### src/rtl/soc_bus_pkg.sv
// soc_bus_pkg: shared FSM encoding, default error data and address helpers for the local-bus fabric.
//   No ports; imported by soc_bus_decode and soc_bus_fabric.
package soc_bus_pkg;

    typedef enum logic [1:0] {
        IDLE     = 2'd0,
        RD_WAIT  = 2'd1,
        WR_WAIT  = 2'd2,
        ERR_RESP = 2'd3
    } state_t;

    localparam logic [31:0] ERR_DATA_DEFAULT = 32'hDEAD_BEEF;

    // Extracts the region-select field addr[msb:lsb] as a plain number.
    function automatic logic [31:0] region_of(input logic [63:0] addr, input int msb, input int lsb);
        logic [63:0] mask;
        mask = (64'd1 << (msb - lsb + 1)) - 64'd1;
        return 32'((addr >> lsb) & mask);
    endfunction

endpackage

### src/rtl/soc_bus_decode.sv
// soc_bus_decode: combinational region decoder for the local-bus fabric.
//   addr     in   master address
//   sel      out  one-hot slave select (all zero when unmapped)
//   idx      out  binary slave index (region value, truncated to 4 bits)
//   unmapped out  region value has no slave behind it
module soc_bus_decode
    import soc_bus_pkg::*;
#(
    parameter int NUM_SLAVES = 4,
    parameter int ADDR_W     = 32,
    parameter int SEL_MSB    = 31,
    parameter int SEL_LSB    = 28
) (
    input  logic [ADDR_W-1:0]     addr,
    output logic [NUM_SLAVES-1:0] sel,
    output logic [3:0]            idx,
    output logic                  unmapped
);

    logic [31:0] region;

    always_comb begin
        region   = region_of(64'(addr), SEL_MSB, SEL_LSB);
        unmapped = region >= 32'(NUM_SLAVES);
        idx      = 4'(region);
        sel      = '0;
        for (int i = 0; i < NUM_SLAVES; i++)
            sel[i] = region == 32'(i);
    end

endmodule

### src/rtl/soc_bus_fabric.sv
// soc_bus_fabric: single-master, N-slave local bus with region decode, one-cycle slave
// strobes, valid/ready slave handshakes, per-access timeout and sticky error capture.
//   clk, reset_n                 clock, asynchronous active-low reset
//   m_addr/m_wdata/m_wmask/m_rstrb  master request (non-zero wmask = write, rstrb = read)
//   m_rdata, m_rbusy, m_wbusy    registered read data and master stall flags
//   s_addr/s_wdata/s_wstrb       registered request fields shared by all slaves
//   s_wen, s_ren                 one-hot, one-cycle slave strobes
//   s_wready, s_rvalid, s_rdata  per-slave handshakes and flattened read data
//   err_clr, err_valid, err_addr, err_is_write  sticky first-error status
module soc_bus_fabric
    import soc_bus_pkg::*;
#(
    parameter int                NUM_SLAVES = 4,
    parameter int                DATA_W     = 32,
    parameter int                ADDR_W     = 32,
    parameter int                SEL_MSB    = 31,
    parameter int                SEL_LSB    = 28,
    parameter int                TIMEOUT    = 15,
    parameter logic [DATA_W-1:0] ERR_DATA   = DATA_W'(ERR_DATA_DEFAULT)
) (
    input  logic                         clk,
    input  logic                         reset_n,
    input  logic [ADDR_W-1:0]            m_addr,
    input  logic [DATA_W-1:0]            m_wdata,
    input  logic [DATA_W/8-1:0]          m_wmask,
    input  logic                         m_rstrb,
    output logic [DATA_W-1:0]            m_rdata,
    output logic                         m_rbusy,
    output logic                         m_wbusy,
    output logic [ADDR_W-1:0]            s_addr,
    output logic [DATA_W-1:0]            s_wdata,
    output logic [DATA_W/8-1:0]          s_wstrb,
    output logic [NUM_SLAVES-1:0]        s_wen,
    output logic [NUM_SLAVES-1:0]        s_ren,
    input  logic [NUM_SLAVES-1:0]        s_wready,
    input  logic [NUM_SLAVES-1:0]        s_rvalid,
    input  logic [NUM_SLAVES*DATA_W-1:0] s_rdata,
    input  logic                         err_clr,
    output logic                         err_valid,
    output logic [ADDR_W-1:0]            err_addr,
    output logic                         err_is_write
);

    localparam logic [ADDR_W-1:0] SEL_MASK =
        ADDR_W'(((64'd1 << (SEL_MSB - SEL_LSB + 1)) - 64'd1) << SEL_LSB);

    state_t                  state, state_nxt;
    logic [ADDR_W-1:0]       addr_q;
    logic                    is_write;
    logic [NUM_SLAVES-1:0]   sel_q, dec_sel;
    logic [3:0]              idx_q, dec_idx;
    logic                    dec_unmapped;
    logic [7:0]              cnt;
    logic                    wr_req, req, hs, expired;

    soc_bus_decode #(
        .NUM_SLAVES(NUM_SLAVES),
        .ADDR_W    (ADDR_W),
        .SEL_MSB   (SEL_MSB),
        .SEL_LSB   (SEL_LSB)
    ) u_decode (
        .addr    (m_addr),
        .sel     (dec_sel),
        .idx     (dec_idx),
        .unmapped(dec_unmapped)
    );

    // A write takes priority, so a simultaneous read strobe is simply dropped.
    assign wr_req  = |m_wmask;
    assign req     = wr_req | m_rstrb;
    // Only the targeted slave's handshake counts; strays from other slaves are masked off.
    assign hs      = is_write ? |(sel_q & s_wready) : |(sel_q & s_rvalid);
    // Counter starts at 0 on the strobe cycle, so this marks the TIMEOUT-th wait cycle.
    assign expired = cnt == 8'(TIMEOUT - 1);
    assign s_addr  = addr_q & ~SEL_MASK;

    always_ff @(posedge clk or negedge reset_n) begin
        if (!reset_n)
            state <= IDLE;
        else
            state <= state_nxt;
    end

    always_comb begin
        state_nxt = state;
        case (state)
            IDLE:             if (req) state_nxt = dec_unmapped ? ERR_RESP : (wr_req ? WR_WAIT : RD_WAIT);
            RD_WAIT, WR_WAIT: if (hs) state_nxt = IDLE; else if (expired) state_nxt = ERR_RESP;
            default:          state_nxt = IDLE;
        endcase
    end

    always_comb begin
        m_rbusy = (state == RD_WAIT) || (state == ERR_RESP && !is_write);
        m_wbusy = (state == WR_WAIT) || (state == ERR_RESP && is_write);
    end

    always_ff @(posedge clk or negedge reset_n) begin
        if (!reset_n) begin
            addr_q       <= '0;
            is_write     <= 1'b0;
            sel_q        <= '0;
            idx_q        <= '0;
            cnt          <= '0;
            s_wdata      <= '0;
            s_wstrb      <= '0;
            s_wen        <= '0;
            s_ren        <= '0;
            m_rdata      <= '0;
            err_valid    <= 1'b0;
            err_addr     <= '0;
            err_is_write <= 1'b0;
        end else begin
            s_wen <= '0;
            s_ren <= '0;
            if (state == RD_WAIT || state == WR_WAIT)
                cnt <= cnt + 8'd1;
            if (state == IDLE && req) begin
                addr_q   <= m_addr;
                is_write <= wr_req;
                sel_q    <= dec_sel;
                idx_q    <= dec_idx;
                cnt      <= '0;
                // dec_sel is all-zero for an unmapped region, so no slave sees a strobe.
                if (wr_req) begin
                    s_wdata <= m_wdata;
                    s_wstrb <= m_wmask;
                    s_wen   <= dec_sel;
                end else begin
                    s_ren   <= dec_sel;
                end
            end
            if (state == RD_WAIT && hs)
                m_rdata <= s_rdata[int'(idx_q)*DATA_W +: DATA_W];
            if (state == ERR_RESP && !is_write)
                m_rdata <= ERR_DATA;
            // A new error in the same cycle as err_clr is captured rather than cleared.
            if (state == ERR_RESP && (!err_valid || err_clr)) begin
                err_valid    <= 1'b1;
                err_addr     <= addr_q;
                err_is_write <= is_write;
            end else if (err_clr) begin
                err_valid    <= 1'b0;
                err_addr     <= '0;
                err_is_write <= 1'b0;
            end
        end
    end

endmodule
### config.mk
export PLATFORM = sky130hd
export DESIGN_NAME = soc_bus_fabric
export DESIGN_NICKNAME = d
export VERILOG_FILES = /design/src/rtl/soc_bus_pkg.sv /design/src/rtl/soc_bus_decode.sv /design/src/rtl/soc_bus_fabric.sv
export SDC_FILE = /design/constraint.sdc
export NUM_CORES = 1
export LEC_CHECK = 0
export BUFFER_PORTS_ARGS = -buffer_cell sky130_fd_sc_hd__buf_4
export CAP_MARGIN = 20
export CORE_MARGIN = 5
export CORE_UTILIZATION = 35
export CTS_CLUSTER_DIAMETER = 40
export DETAILED_ROUTE_END_ITERATION = 12
export GPL_ROUTABILITY_DRIVEN = 0
export PLACE_DENSITY = 0.66
export SETUP_SLACK_MARGIN = 0.15
export SLEW_MARGIN = 20
export SYNTH_ARGS = -nofsm -noshare
export SYNTH_HDL_FRONTEND = slang
export SYNTH_SLANG_ARGS = --single-unit
### constraint.sdc
create_clock -name clk -period 1.6 [get_ports clk]
set_input_delay 0.32 -clock clk [delete_from_list [all_inputs] [get_ports clk]]
set_output_delay 0.32 -clock clk [all_outputs]
set_load 0.1 [all_outputs]
Word-level counts from Yosys, hierarchy flattened --
Index checks and enable logic that the tools add are counted.
Cells by class: muxes and demuxes 20, divide/modulo/power cells 0, multiply operators 0, shift-type cells 1, $add $sub $neg 1, bitwise gates (word level) 3, $lt $le $gt $ge 1, eq/ne operators 9, reductions and logical operators 22
Operators by type and width (number):
- 2-to-1 mux 32 bit | 4
- indexed part select 128 x 10 -> 32 bit | 1
- logical NOT 32 bit | 1
- 2-to-1 mux 4 bit | 4
- 2-to-1 mux 8 bit | 2
- OR reduction 4 bit | 3
- 2-to-1 mux 2 bit | 5
- adder 8 x 1 -> 8 bit, second input constant | 1
- AND 4 bit | 2
- equality test 4 x 2 -> 1 bit, second input constant | 2
- equality test 8 x 4 -> 1 bit, second input constant | 1
- nonzero test 2 bit | 3
- logical AND 1 bit | 5
- equality test 2 bit, second input constant | 2
- equality test 4 x 1 -> 1 bit, second input constant | 1
- >= comparator 4 x 3 -> 1 bit, second input constant | 1
- logical OR 1 bit | 4
- 2-to-1 mux 1 bit | 4
- case mux 2 bit (2 select lines) | 1
- AND reduction 2 bit | 2
- inequality test 3 bit, second input constant | 1
- equality test 2 x 1 -> 1 bit, second input constant | 1
- logical NOT 1 bit | 2
- logical NOT 2 bit | 1
- other kinds (3) | 3
Storage, ports and cells: memories 0, memory bits (writable) 0, input port bits 208, register bits 161, bits in latches 0, memory bits (read-only) 0, output and inout port bits 144

Depth between registers and ports, before layout --
depth in word-level cells 6, mapped depth 7, gate-level depth less buffers 7

By module --
A second synthesis with hierarchy kept.
Second synthesis, totals: cell total of the unflattened synthesis 675, area total of the unflattened synthesis 7554.7 um^2
By module, submodules not included:
- soc_bus_fabric | instances 1, seq. area each 4028.9 um^2, cells an instance 666, area each 7482.2 um^2
- soc_bus_decode | instances 1, seq. area each 0.0 um^2, cells an instance 9, area each 72.6 um^2

Least setup slack after synthesis --
OpenSTA, ideal clock, no wires.
kind flip-flop to flip-flop, from register err_valid, to register err_addr[0], stages on the path, launching flop included 7, library setup time 0.121 ns, path buffers 2, data required time 1.479 ns, path slack -0.245 ns, clock period less this slack 1.845 ns, arrival time 1.725 ns, cells stage by stage dfrtp_1 nand2_1 and2_1 clkbuf_1 clkbuf_1 nand2_1 nand2_1
On the way: cells in the longest elaborated chain, start to end 4, elaborated cells between the ends (all ways) 5, classes of those cells mux: 1; reduce/logical: 4
Ends and longest elaborated chain:
- from (decl) | line soc_bus_fabric.sv:39 | output logic err_valid,
- from (signal assigned) | line soc_bus_fabric.sv:110 | err_valid <= 1'b0;
- from (signal assigned) | line soc_bus_fabric.sv:139 | err_valid <= 1'b1;
- from (signal assigned) | line soc_bus_fabric.sv:143 | err_valid <= 1'b0;
- logical NOT 1 bit (*) | line soc_bus_fabric.sv:138 | if (state == ERR_RESP && (!err_valid || err_clr)) begin
- logical OR 1 bit (*) | line soc_bus_fabric.sv:138
- logical AND 1 bit (*) | line soc_bus_fabric.sv:138
- 2-to-1 mux 32 bit or nonzero test 2 bit (tied branches)
- to (signal assigned) | line soc_bus_fabric.sv:140 | err_addr <= addr_q;
- to (decl) | line soc_bus_fabric.sv:40 | output logic [ADDR_W-1:0] err_addr,
Mark *: on every way between the ends. The rest lies on a longest branch, timed or not. A chain may end at the register's enable or synchronous reset.

Worst setup path after layout --
from register state[1], to output port m_wbusy
On the way: cells in the longest elaborated chain, start to end 3, elaborated cells between the ends (all ways) 4, classes of those cells eq/ne: 2; reduce/logical: 2
Ends and longest elaborated chain:
- from (decl) | line soc_bus_fabric.sv:47 | state_t state, state_nxt;
- from (signal assigned) | line soc_bus_fabric.sv:81 | state <= state_nxt;
- equality test 2 bit | line soc_bus_fabric.sv:95 | m_wbusy = (state == WR_WAIT) || (state == ERR_RESP && is_write);
- logical AND 1 bit | line soc_bus_fabric.sv:95
- logical OR 1 bit (*) | line soc_bus_fabric.sv:95
- to (decl) | line soc_bus_fabric.sv:29 | output logic m_wbusy,
Marked as above.

==> flow_summary.ini <==
[placed_design]
place_ws_ns = -0.342
dpl.hpwl_mm = 17.5
dp_cells = 1232
port-buffer-count = 347

[logic_synthesis]
synthTopCellsByArea = dfrtp_1 54%, nand2_1 10%, mux4_2 9.9%, mux2_2 4.8%, buf_4 3.9%
yosys.area.top_type = dfrtp_1
synth.area.mux_share_pct = 15.0
synth_seq_cells = 157
synth_compound_area_share_pct = 6.09
synthSimpleGateAreaFrac_pct = 16.0
synth_xor_area_share_pct = 0.845
synth_commonest_cells = 198 x nand2_1, 157 x dfrtp_1, 38 x buf_4, 38 x nand3_1, 32 x mux4_2
synth-adder-area-share_pct = 1.21
synth_top_area_share_pct = 54.2
synth-edff-count = 0
avgSynthCellArea_um2 = 11.2
synth_area_um2 = 7250
syn-instance-count = 647
yosysMostFrequentCell = nand2_1
ys_async_sr_fraction_pct = 100
synth_flop_cell = dfrtp_1
synth_top_family_by_area = simple AND/OR/NAND/NOR gates
yosysSeqAreaShare_pct = 54.2
synth.distinct_cells = 42
ys.warnings.count = 0

[cells_and_area]
area_growth_pct = 75.4
drive_gt1_share_pct = 64.1
num-nets-final = 1238
diodes = 0
final_cells = 1306

[detailed_routing]
ant_nets = 0
drc = 0
first_iter_violations = 322
wl_per_cell_um = 20.3
wl_mm = 26.5
post_drt_via_cell_ratio = 5.00
dr.pass1.iters = 4
vias = 6532

[worst_hold_path]
hp-class = input pin to flip-flop

[setup_path]
worstPathArrival_ns = 1.58
path_class = flip-flop to output pin
critPathMaxFanout = 2
path_cells = buf_6 > ha_4 > buf_6 > a21o_4 > buf_12
reg2reg_setup_slack_ns = -0.19
startpoint_type = flip-flop
critPathMostFrequentCell = buf_6
slowest_delay_ns = 0.40
cpMaxStageDelayCell = dfrtp_1
worst_ep_required_time_ns = 1.28
critPathCaptureType = output pin

[run]
cap_violations = 0

[floorplanning]
core_um2 = 20300
die_h_um = 154
die_x_um = 154
row_count = 52
ios = 352
start_util_pct = 35.7
die-area_um2 = 23700

[grt]
grt_pass1_vias = 7002
grt_max_degree = 43
groute.usage.overall_pct = 21.7
grt_pass1_wl_mm = 40.2
antenna_found_initial = 0
grt-ovfl-total = 0

[clock_tree]
numCtsBuffers = 17
cts_tree = yes
path_clk_slew_ns = 0.07
clkSinkCount = 157
cts-root-buf = clkbuf_16
cts_buffer_depth = 2
cts_max_level = 4
clock_latency_ns = 0.42

[timing]
fin_crit_sh_pct = 119
finalMaxSlewViolations = 0
final.setup.worst_slack_ns = -0.296
setup_violations = 100
layout_min_cycle_time_ns = 1.90
finalHoldViolCount = 0
whs_ns = 0.0853
clock.fmax_mhz = 527
rsz0062_at_grt = yes
worst_slew_pin_slew_ns = 0.576
skew_ns = 0.0132
relSlewSlack_pct = 61.6

[run_status]
failed_checks = negative setup slack
status = complete, but fails checks
-- metrics by stage --
step / util [%] / instance area (um2) / TNS, ns
final: 62.7 / 12700 / -6.47
after global routing: 62.7 / 12700 / -13.35
after CTS: 59.1 / 12000 / -3.57
after detailed placement: 50.9 / 10300 / -23.50
after global placement: 50.9 / 10300 / -22.50
after floorplan: - / 7390 / -1.94
-- sequential cells by signal, indices dropped and copies added (netlist names), 2 cells and up --
register / count
addr_q: 32
cnt: 8
err_addr: 32
m_rdata: 32
s_ren: 4
s_wdata: 32
s_wen: 4
s_wstrb: 4
sel_q: 4
state: 2
-- final timing paths --
check / startpoint / to / cells past startpoint
setup / recovery: state[1]$_DFFE_PN0P_ / m_wbusy / 5
hold / removal: m_addr[11] / addr_q[11]$_DFFE_PN0P_ / 3
setup reg to reg: state[1]$_DFFE_PN0P_ / err_is_write$_DFFE_PN0P_ / 9
hold reg to reg: m_rdata[8]$_DFFE_PN0P_ / m_rdata[8]$_DFFE_PN0P_ / 1
max in group asynchronous: reset_n / m_rdata[17]$_DFFE_PN0P_ / 3
min in group asynchronous: reset_n / s_wdata[3]$_DFFE_PN0P_ / 2
-- what timing repair did --
| item | in CTS | in global routing |
|---|---|---|
| buffers inserted | 15 | 5 |
| endpoints found under the setup margin | 132 | 204 |
| hold buffers | 1 | 0 |
| gates cloned | 19 | 2 |
| hold endpoints to repair | 31 | 0 |
| pin swaps | 40 | 46 |
| resized for setup | 117 | 150 |
-- cell usage in the layout, fill, tap and decap left out, drive strengths merged, types with 7 or more instances in the layout --
master / Yosys / layout
nand3: 38 / 38
ha: 7 / 7
mux4: 32 / 32
a32o: 9 / 9
nor2: 22 / 22
a2bb2oi: 24 / 24
buf: 57 / 420
dfrtp: 157 / 157
nand2: 199 / 199
clkbuf: 17 / 22
mux2: 32 / 32
inv: 4 / 11
-- per-layer routing --
layer  part of all wire, %  track usage (%)  up-vias
li1                      -                -     2964
met1                    40             27.1     3288
met2                    51             36.9      255
met3                   7.3             6.69       25
met4                   1.4             5.30        0
met5                     0                0        -
-- logic make-up (layout without fill, tap and decap cells) --
group,count (synthesis),in the layout
compound gates,51,51
xor+xnor,7,7
fa+ha+maj,7,7
buf+inv,79,465
flops,157,157
mux,65,65
other cells,1,4
simple gates,280,280
-- worst max-delay path, delay by kind of cell (launching register included) --
kind / cells / cell delay (ns)
flops: 1 / 0.40
buf+inv: 3 / 0.40
compound gates: 1 / 0.20
fa+ha+maj: 1 / 0.16
-- layout make-up --
cell class                 instances  area [um2]
timing repair buffer             428        4290
clock buffer                      19         453
tap                              270         338
sequential                       157        3950
inverter                           5        23.8
clock inverter                    13         125
multi-input combinational        414        3550
fill                            1615        7570
Power is left out: the tool's default activity adds up to more than one toggle a clock period on the data nets, which glitch-free logic cannot reach.
